==> src/rtl/tdm_demux4.sv <==
// Receive side of the 4:1 TDM path: de-interleaves a beat stream (slot 0 marked by
// frame_start) into four channel registers that are published atomically per complete frame.
module tdm_demux4 #(
   parameter int WIDTH = 4,
   parameter int CNT_W = 8
) (
   input  logic             clk,
   input  logic             rst_n,
   input  logic [WIDTH-1:0] IN,
   input  logic             in_valid,
   input  logic             frame_start,
   output logic [WIDTH-1:0] A,
   output logic [WIDTH-1:0] B,
   output logic [WIDTH-1:0] C,
   output logic [WIDTH-1:0] D,
   output logic [1:0]       Sel,
   output logic             frame_valid,
   output logic             sync_err,
   output logic [CNT_W-1:0] frame_cnt,
   output logic             state_dbg
);

   // Input handshake: valid-only, no backpressure. A beat is any cycle with in_valid=1;
   // IN and frame_start are don't-care when in_valid=0 and every register holds.

   typedef enum logic {
      IDLE = 1'b0,
      RECV = 1'b1
   } state_t;

   state_t           state_q, state_d;
   logic [1:0]       sel_d;
   logic [WIDTH-1:0] shadow_q [0:2];
   logic [WIDTH-1:0] shadow_d [0:2];
   logic [WIDTH-1:0] a_d, b_d, c_d, d_d;
   logic [CNT_W-1:0] cnt_d;
   logic             fv_d, se_d;

   assign state_dbg = state_q;

   always_ff @(posedge clk) begin
      if (!rst_n) begin
         state_q     <= IDLE;
         Sel         <= 2'd0;
         shadow_q[0] <= '0;
         shadow_q[1] <= '0;
         shadow_q[2] <= '0;
         A           <= '0;
         B           <= '0;
         C           <= '0;
         D           <= '0;
         frame_cnt   <= '0;
         frame_valid <= 1'b0;
         sync_err    <= 1'b0;
      end else begin
         state_q     <= state_d;
         Sel         <= sel_d;
         shadow_q[0] <= shadow_d[0];
         shadow_q[1] <= shadow_d[1];
         shadow_q[2] <= shadow_d[2];
         A           <= a_d;
         B           <= b_d;
         C           <= c_d;
         D           <= d_d;
         frame_cnt   <= cnt_d;
         frame_valid <= fv_d;
         sync_err    <= se_d;
      end
   end

   always_comb begin
      state_d     = state_q;
      sel_d       = Sel;
      shadow_d[0] = shadow_q[0];
      shadow_d[1] = shadow_q[1];
      shadow_d[2] = shadow_q[2];
      a_d         = A;
      b_d         = B;
      c_d         = C;
      d_d         = D;
      cnt_d       = frame_cnt;
      fv_d        = 1'b0;
      se_d        = 1'b0;

      if (in_valid) begin
         case (state_q)
            IDLE: begin
               // Beats without frame_start while idle carry no slot position: drop them.
               if (frame_start) begin
                  shadow_d[0] = IN;
                  sel_d       = 2'd1;
                  state_d     = RECV;
               end
            end
            RECV: begin
               if (frame_start) begin
                  // Resynchronise: the partial frame is abandoned, this beat is slot 0.
                  se_d        = 1'b1;
                  shadow_d[0] = IN;
                  sel_d       = 2'd1;
               end else begin
                  case (Sel)
                     2'd1: begin
                        shadow_d[1] = IN;
                        sel_d       = 2'd2;
                     end
                     2'd2: begin
                        shadow_d[2] = IN;
                        sel_d       = 2'd3;
                     end
                     2'd3: begin
                        // Publish all four channels on one edge so A..D never mix frames.
                        a_d     = shadow_q[0];
                        b_d     = shadow_q[1];
                        c_d     = shadow_q[2];
                        d_d     = IN;
                        cnt_d   = frame_cnt + CNT_W'(1);
                        fv_d    = 1'b1;
                        sel_d   = 2'd0;
                        state_d = IDLE;
                     end
                     default: begin
                        sel_d = Sel;
                     end
                  endcase
               end
            end
            default: begin
               state_d = IDLE;
               sel_d   = 2'd0;
            end
         endcase
      end
   end

   a_pulses_exclusive: assert property (@(posedge clk) disable iff (!rst_n)
      !(frame_valid && sync_err));

   a_sel_zero_when_idle: assert property (@(posedge clk) disable iff (!rst_n)
      (state_q == IDLE) |-> (Sel == 2'd0));

endmodule

==> config.mk <==
export PLATFORM = sky130hd
export DESIGN_NAME = tdm_demux4
export DESIGN_NICKNAME = d
export VERILOG_FILES = /design/src/rtl/tdm_demux4.sv
export SDC_FILE = /design/constraint.sdc
export NUM_CORES = 1
export LEC_CHECK = 0
export ABC_CLOCK_PERIOD_IN_PS = 1350
export BUFFER_PORTS_ARGS = -buffer_cell sky130_fd_sc_hd__buf_4
export CAP_MARGIN = 20
export CORE_ASPECT_RATIO = 0.6
export CORE_UTILIZATION = 40
export CTS_CLUSTER_SIZE = 30
export DETAILED_ROUTE_END_ITERATION = 8
export GPL_ROUTABILITY_DRIVEN = 0
export HOLD_SLACK_MARGIN = 0.02
export PLACE_DENSITY_LB_ADDON = 0.2
export SYNTH_ARGS = -nofsm -noshare
export SYNTH_HDL_FRONTEND = slang
export SYNTH_SLANG_ARGS = --single-unit
==> constraint.sdc <==
create_clock -name clk -period 1.35 [get_ports clk]
set_input_delay 0.135 -clock clk [delete_from_list [all_inputs] [get_ports clk]]
set_output_delay 0.135 -clock clk [all_outputs]
set_load 0.02 [all_outputs]
Word-level counts from Yosys, hierarchy flattened
Memories as Yosys holds them, arrays and structs flattened.
Cells that the tools add are included.

cells by class
  $add $sub $neg = 1
  multiply operators = 0
  divide/modulo/power cells = 0
  magnitude comparators = 0
  equality and inequality tests = 5
  shifts and indexed selects = 0
  multiplexer cells = 20
  bitwise operators = 7
  reductions and logical operators = 4

operators by type and width
  cell                                                                   number
  4-bit 2-to-1 mux                                                       6
  8-bit 2-to-1 mux                                                       2
  12-bit 2-to-1 mux                                                      1
  8-bit by 1-bit adder with 8-bit output, second input constant          1
  1-bit 2-to-1 mux                                                       6
  2-bit one-hot mux with 3 select lines                                  1
  3-bit AND reduction                                                    2
  5-bit by 2-bit != test with 1-bit output, second input constant        1
  2-bit equality test, second input constant                             2
  2-bit 2-to-1 mux                                                       2
  1-bit NOT                                                              4
  2-bit one-hot mux with 2 select lines                                  1
  4-bit AND reduction                                                    1
  4-bit OR reduction                                                     1
  1-bit bitwise OR                                                       3
  2-bit by 1-bit equality test with 1-bit output, second input constant  1
  2-bit != test, second input constant                                   1
  1-bit one-hot mux with 2 select lines                                  1

word-level totals
  flip-flop bits (word level) = 29
  latch bits = 0
  memory bits (writable) = 12
  ROM bits = 0
  input port bits = 8
  output and inout bits = 29
  word-level logic and storage cells = 47
  memories = 1

memory list
  memory    words  bits a word  read ports  clocked after memory_dff  wr ports  line  RTL
  shadow_q  3      4            3           0                         3         33    logic [WIDTH-1:0] shadow_q [0:2];

Depth between registers and ports, before layout
  word-level depth = 6
  gate-level depth with buffers = 6
  mapped depth without buffers = 4

Least setup slack after synthesis
OpenSTA, ideal clock, no wires.

  path kind = reg-to-reg
  start point = reg Sel[0]
  end point = reg frame_cnt[7]
  setup time = 0.070 ns
  arrival time = 1.505 ns
  required time = 1.280 ns
  setup slack = -0.225 ns
  stages on the path, launching flop included = 6
  path buffers = 2
  clock period less this slack = 1.575 ns
  cell sequence = dfxtp_1 > buf_4 > nand4b_2 > buf_6 > or4_1 > a21oi_1

between the ends
  word-level cells in the longest chain between the ends = 2

ends and longest elaborated chain
  item                           line  RTL
  start, declared                16    output logic [1:0] Sel,
  start signal, assigned         57    Sel <= sel_d;
  2-bit equality test            102   case (Sel)
  4-bit AND reduction (no line)  -
  end signal, assigned           65    frame_cnt <= cnt_d;
  end, declared                  19    output logic [CNT_W-1:0] frame_cnt,

No other way between the ends.
A chain may end at the register's enable or synchronous reset.

Worst setup path in the final report
  start point = reg state_q (netlist: state_dbg)
  end point = reg frame_cnt[7]

between the ends
  word-level cells in the longest chain between the ends = 1

ends and longest elaborated chain
  item                           line  RTL
  start, declared                31    state_t state_q, state_d;
  start signal, assigned         56    state_q <= state_d;
  4-bit AND reduction (no line)  -

No other way between the ends.

==> flow_summary.ini <==
[run]
maxCapViolCount = 0

[finish]
synthToLayoutAreaGrowth_pct = 37.0
final_design_area_no_fill_um2 = 2270
regArea_um2 = 840
nets = 258
drive_above_1_share_pct = 30.9
multi_input_area_um2 = 777
utilization_pct = 59.6
n_antenna_cell = 0
nFillCells = 350

[sta]
hold_ws_ns = 0.0979
fin_crit_sh_pct = 98.2
tightest_slew_ns = 0.348
finClkSkew_ns = 0.00191
setup_viol = 0
fin_ws_ns = 0.0244
max_freq_ghz = 0.754
rsz0062_at_grt = yes
hold_violations = 0
period_minus_slack_ns = 1.33
slew_violations = 0
slew_headroom_pct = 76.6

[global_routing]
grt.busiest_layer = met1
grt_pass1_vias = 1366
grt_pass1_wl_mm = 6.90
met1_usage_pct = 30.9
use_met2_pct = 26.5
gr-usage-all-layers_pct = 20.5
grtUsageMet3_pct = 6.67
antenna_found_initial = 0
grt_overflow = 0
grt_start_max_net_pins = 40

[pwr]
finalPower_mw = 2.24
peakVddDrop_uv = 573
power_density_nw_per_um2 = 988
p_leak_nw = 0.869

[logic_synthesis]
ys_ff_latch = 41
yosys_warnings = 0
synthCells = 200
ys_seq_area_share_pct = 49.5
synth_top_area_cell = dfxtp_1
syn_nets = 209
synthTopCellsByArea = dfxtp_1, a21oi_1, nand3_1
synth_area_per_cell_um2 = 8.28
synth.top_cell.area_share_pct = 49.5
synth.distinct_cells = 28
synthesis.area_um2 = 1660

[worst_setup_path]
crit_required_ns = 1.58
crit_arrival_ns = 1.55
cp-end-kind = flop
crit_path_start_kind = flop
critical_path_peak_fanout = 6
critical_path_class = reg -> reg

[floorplan]
pin_count = 37
initial_core_util_pct = 43.5
die_h_um = 51.9
rows = 17
die_area_um2 = 4410
design.core.area_um2 = 3810
die_x_um = 85.1

[clock_tree]
root_buffer = clkbuf_8
holdBufCountCts = 0
clock_latency_ns = 0.29
ctsLongestPathBuffers = 2
cts_sinks = 41
numCtsBuffers = 5
h-tree-depth = 2
path_clk_slew_ns = 0.08
cts_tree = done

[routing]
totalWireLength_mm = 4.25
vias = 1616
antenna_left = 0
viasPerCell = 5.46
initialDrtViolationCount = 102
wire_per_inst_um = 14.4
drcViolationCount = 0
first_pass_iters = 4

[status]
status = complete, no violations

[hold_path]
hold_class = in -> reg

[place]
hpwl_mm = 2.85
port-buffer-count = 36
dp_slack_ns = -0.00897
placed_area_um2 = 2080
==> where the power goes <==
| part | internal, mW | switching [mW] | total (mW) |
|---|---|---|---|
| registers | 1.21 | 0.0106 | 1.22 |
| logic | 0.0595 | 0.0826 | 0.142 |
| clock network | 0.463 | 0.413 | 0.876 |
==> final timing paths <==
check / end / from / cells past startpoint / slack [ns]
worst min register to register: C[0] / shadow_q[0][8] / 2 / 0.46
worst max register to register: frame_cnt[7] / state_dbg / 4 / 0.02
worst max-delay path: frame_cnt[7] / state_dbg / 4 / 0.02
worst min-delay path: sync_err / rst_n / 3 / 0.1
==> worst max-delay path, cell delays in order (launching register included) <==
cell,delay [ns]
dfxtp_4,0.37
nand4b_4,0.16
buf_6,0.16
or4_1,0.42
a21oi_2,0.14
==> area by class of cell <==
class,count,area share (%)
Clock buffer,6,4.13
Clock inverter,1,0.221
Sequential cell,41,37.0
Multi-Input combinational cell,140,34.2
Tap cell,47,2.59
Inverter,2,0.331
Timing Repair Buffer,59,21.5
==> stage by stage <==
| stage | setup TNS [ns] | instances |
|---|---|---|
| floorplan | 0 | 200 |
| global placement | 0 | 281 |
| detailed placement | -0.00897 | 281 |
| CTS | 0 | 292 |
| global route | -0.118 | 296 |
| finish | 0 | 296 |
==> flip-flops by register name, indices dropped and copies added, names as in the netlist, 2 cells and up <==
signal / count
D: 4
C: 4
B: 4
A: 4
Sel: 2
frame_cnt: 8
shadow_q: 12
==> synthesized netlist by cell type <==
cell type / instances
nor2b_1: 1
buf_2: 1
nand4b_2: 1
o31ai_1: 4
or4_1: 4
buf_1: 1
nor3_1: 1
dfxtp_1: 41
buf_4: 1
and3b_1: 1
or3_1: 2
nand3_1: 32
clkbuf_1: 13
and3b_2: 1
inv_1: 2
nand4_1: 3
o22ai_1: 1
nand2_1: 14
ha_1: 1
o21ai_0: 28
nand2b_1: 2
and4b_1: 1
buf_6: 1
mux2i_1: 1
nor2_1: 2
and2_1: 1
nand3b_1: 1
a21oi_1: 38
==> per-layer routing <==
layer | routed length, um | part of all wire [%]
met1 | 2250 | 53
met2 | 1620 | 38
met3 | 343 | 8.1
met4 | 33 | 0.78
met5 | 0 | 0
==> logic make-up after synthesis <==
kind of cell    Yosys count  synth area share (%)
compound gates           71                  22.1
mux                       1                 0.604
fa+ha+maj                 1                 0.755
buf+inv                  19                  5.06
flops                    41                  49.5
simple gates             67                  21.9
==> placed cells by master, fill, tap and decap left out <==
cell / netlist / routed
and3b_1: 1 / 1
a21oi_1: 38 / 37
dfxtp_1: 41 / 34
or3_1: 2 / 2
nor2b_1: 1 / 1
o21ai_0: 28 / 28
inv_1: 2 / 2
ha_4: 0 / 1
or4_1: 4 / 4
nor3_1: 1 / 1
and3b_2: 1 / 1
a21oi_2: 0 / 1
clkbuf_8: 0 / 5
nand2b_1: 2 / 2
and4b_1: 1 / 1
and2_1: 1 / 1
dfxtp_2: 0 / 3
mux2i_1: 1 / 1
buf_4: 1 / 54
o31ai_1: 4 / 4
buf_6: 1 / 2
clkinv_2: 0 / 1
o22ai_1: 1 / 1
buf_12: 0 / 3
nand3b_1: 1 / 1
nand2_1: 14 / 14
clkbuf_16: 0 / 1
nor2_1: 2 / 2
dfxtp_4: 0 / 4
nand4_1: 3 / 3
nand4b_4: 0 / 1
nand3_1: 32 / 32
==> what timing repair did <==
| item | 4_1_cts | 5_1_grt |
|---|---|---|
| buffers inserted | 4 | 4 |
| pin swaps | 2 | 4 |
| resized for setup | 1 | 6 |
| endpoints found under the hold margin | 0 | 0 |
| setup endpoints to repair | 3 | 6 |
No activity file was read; power rests on OpenSTA's default activity.
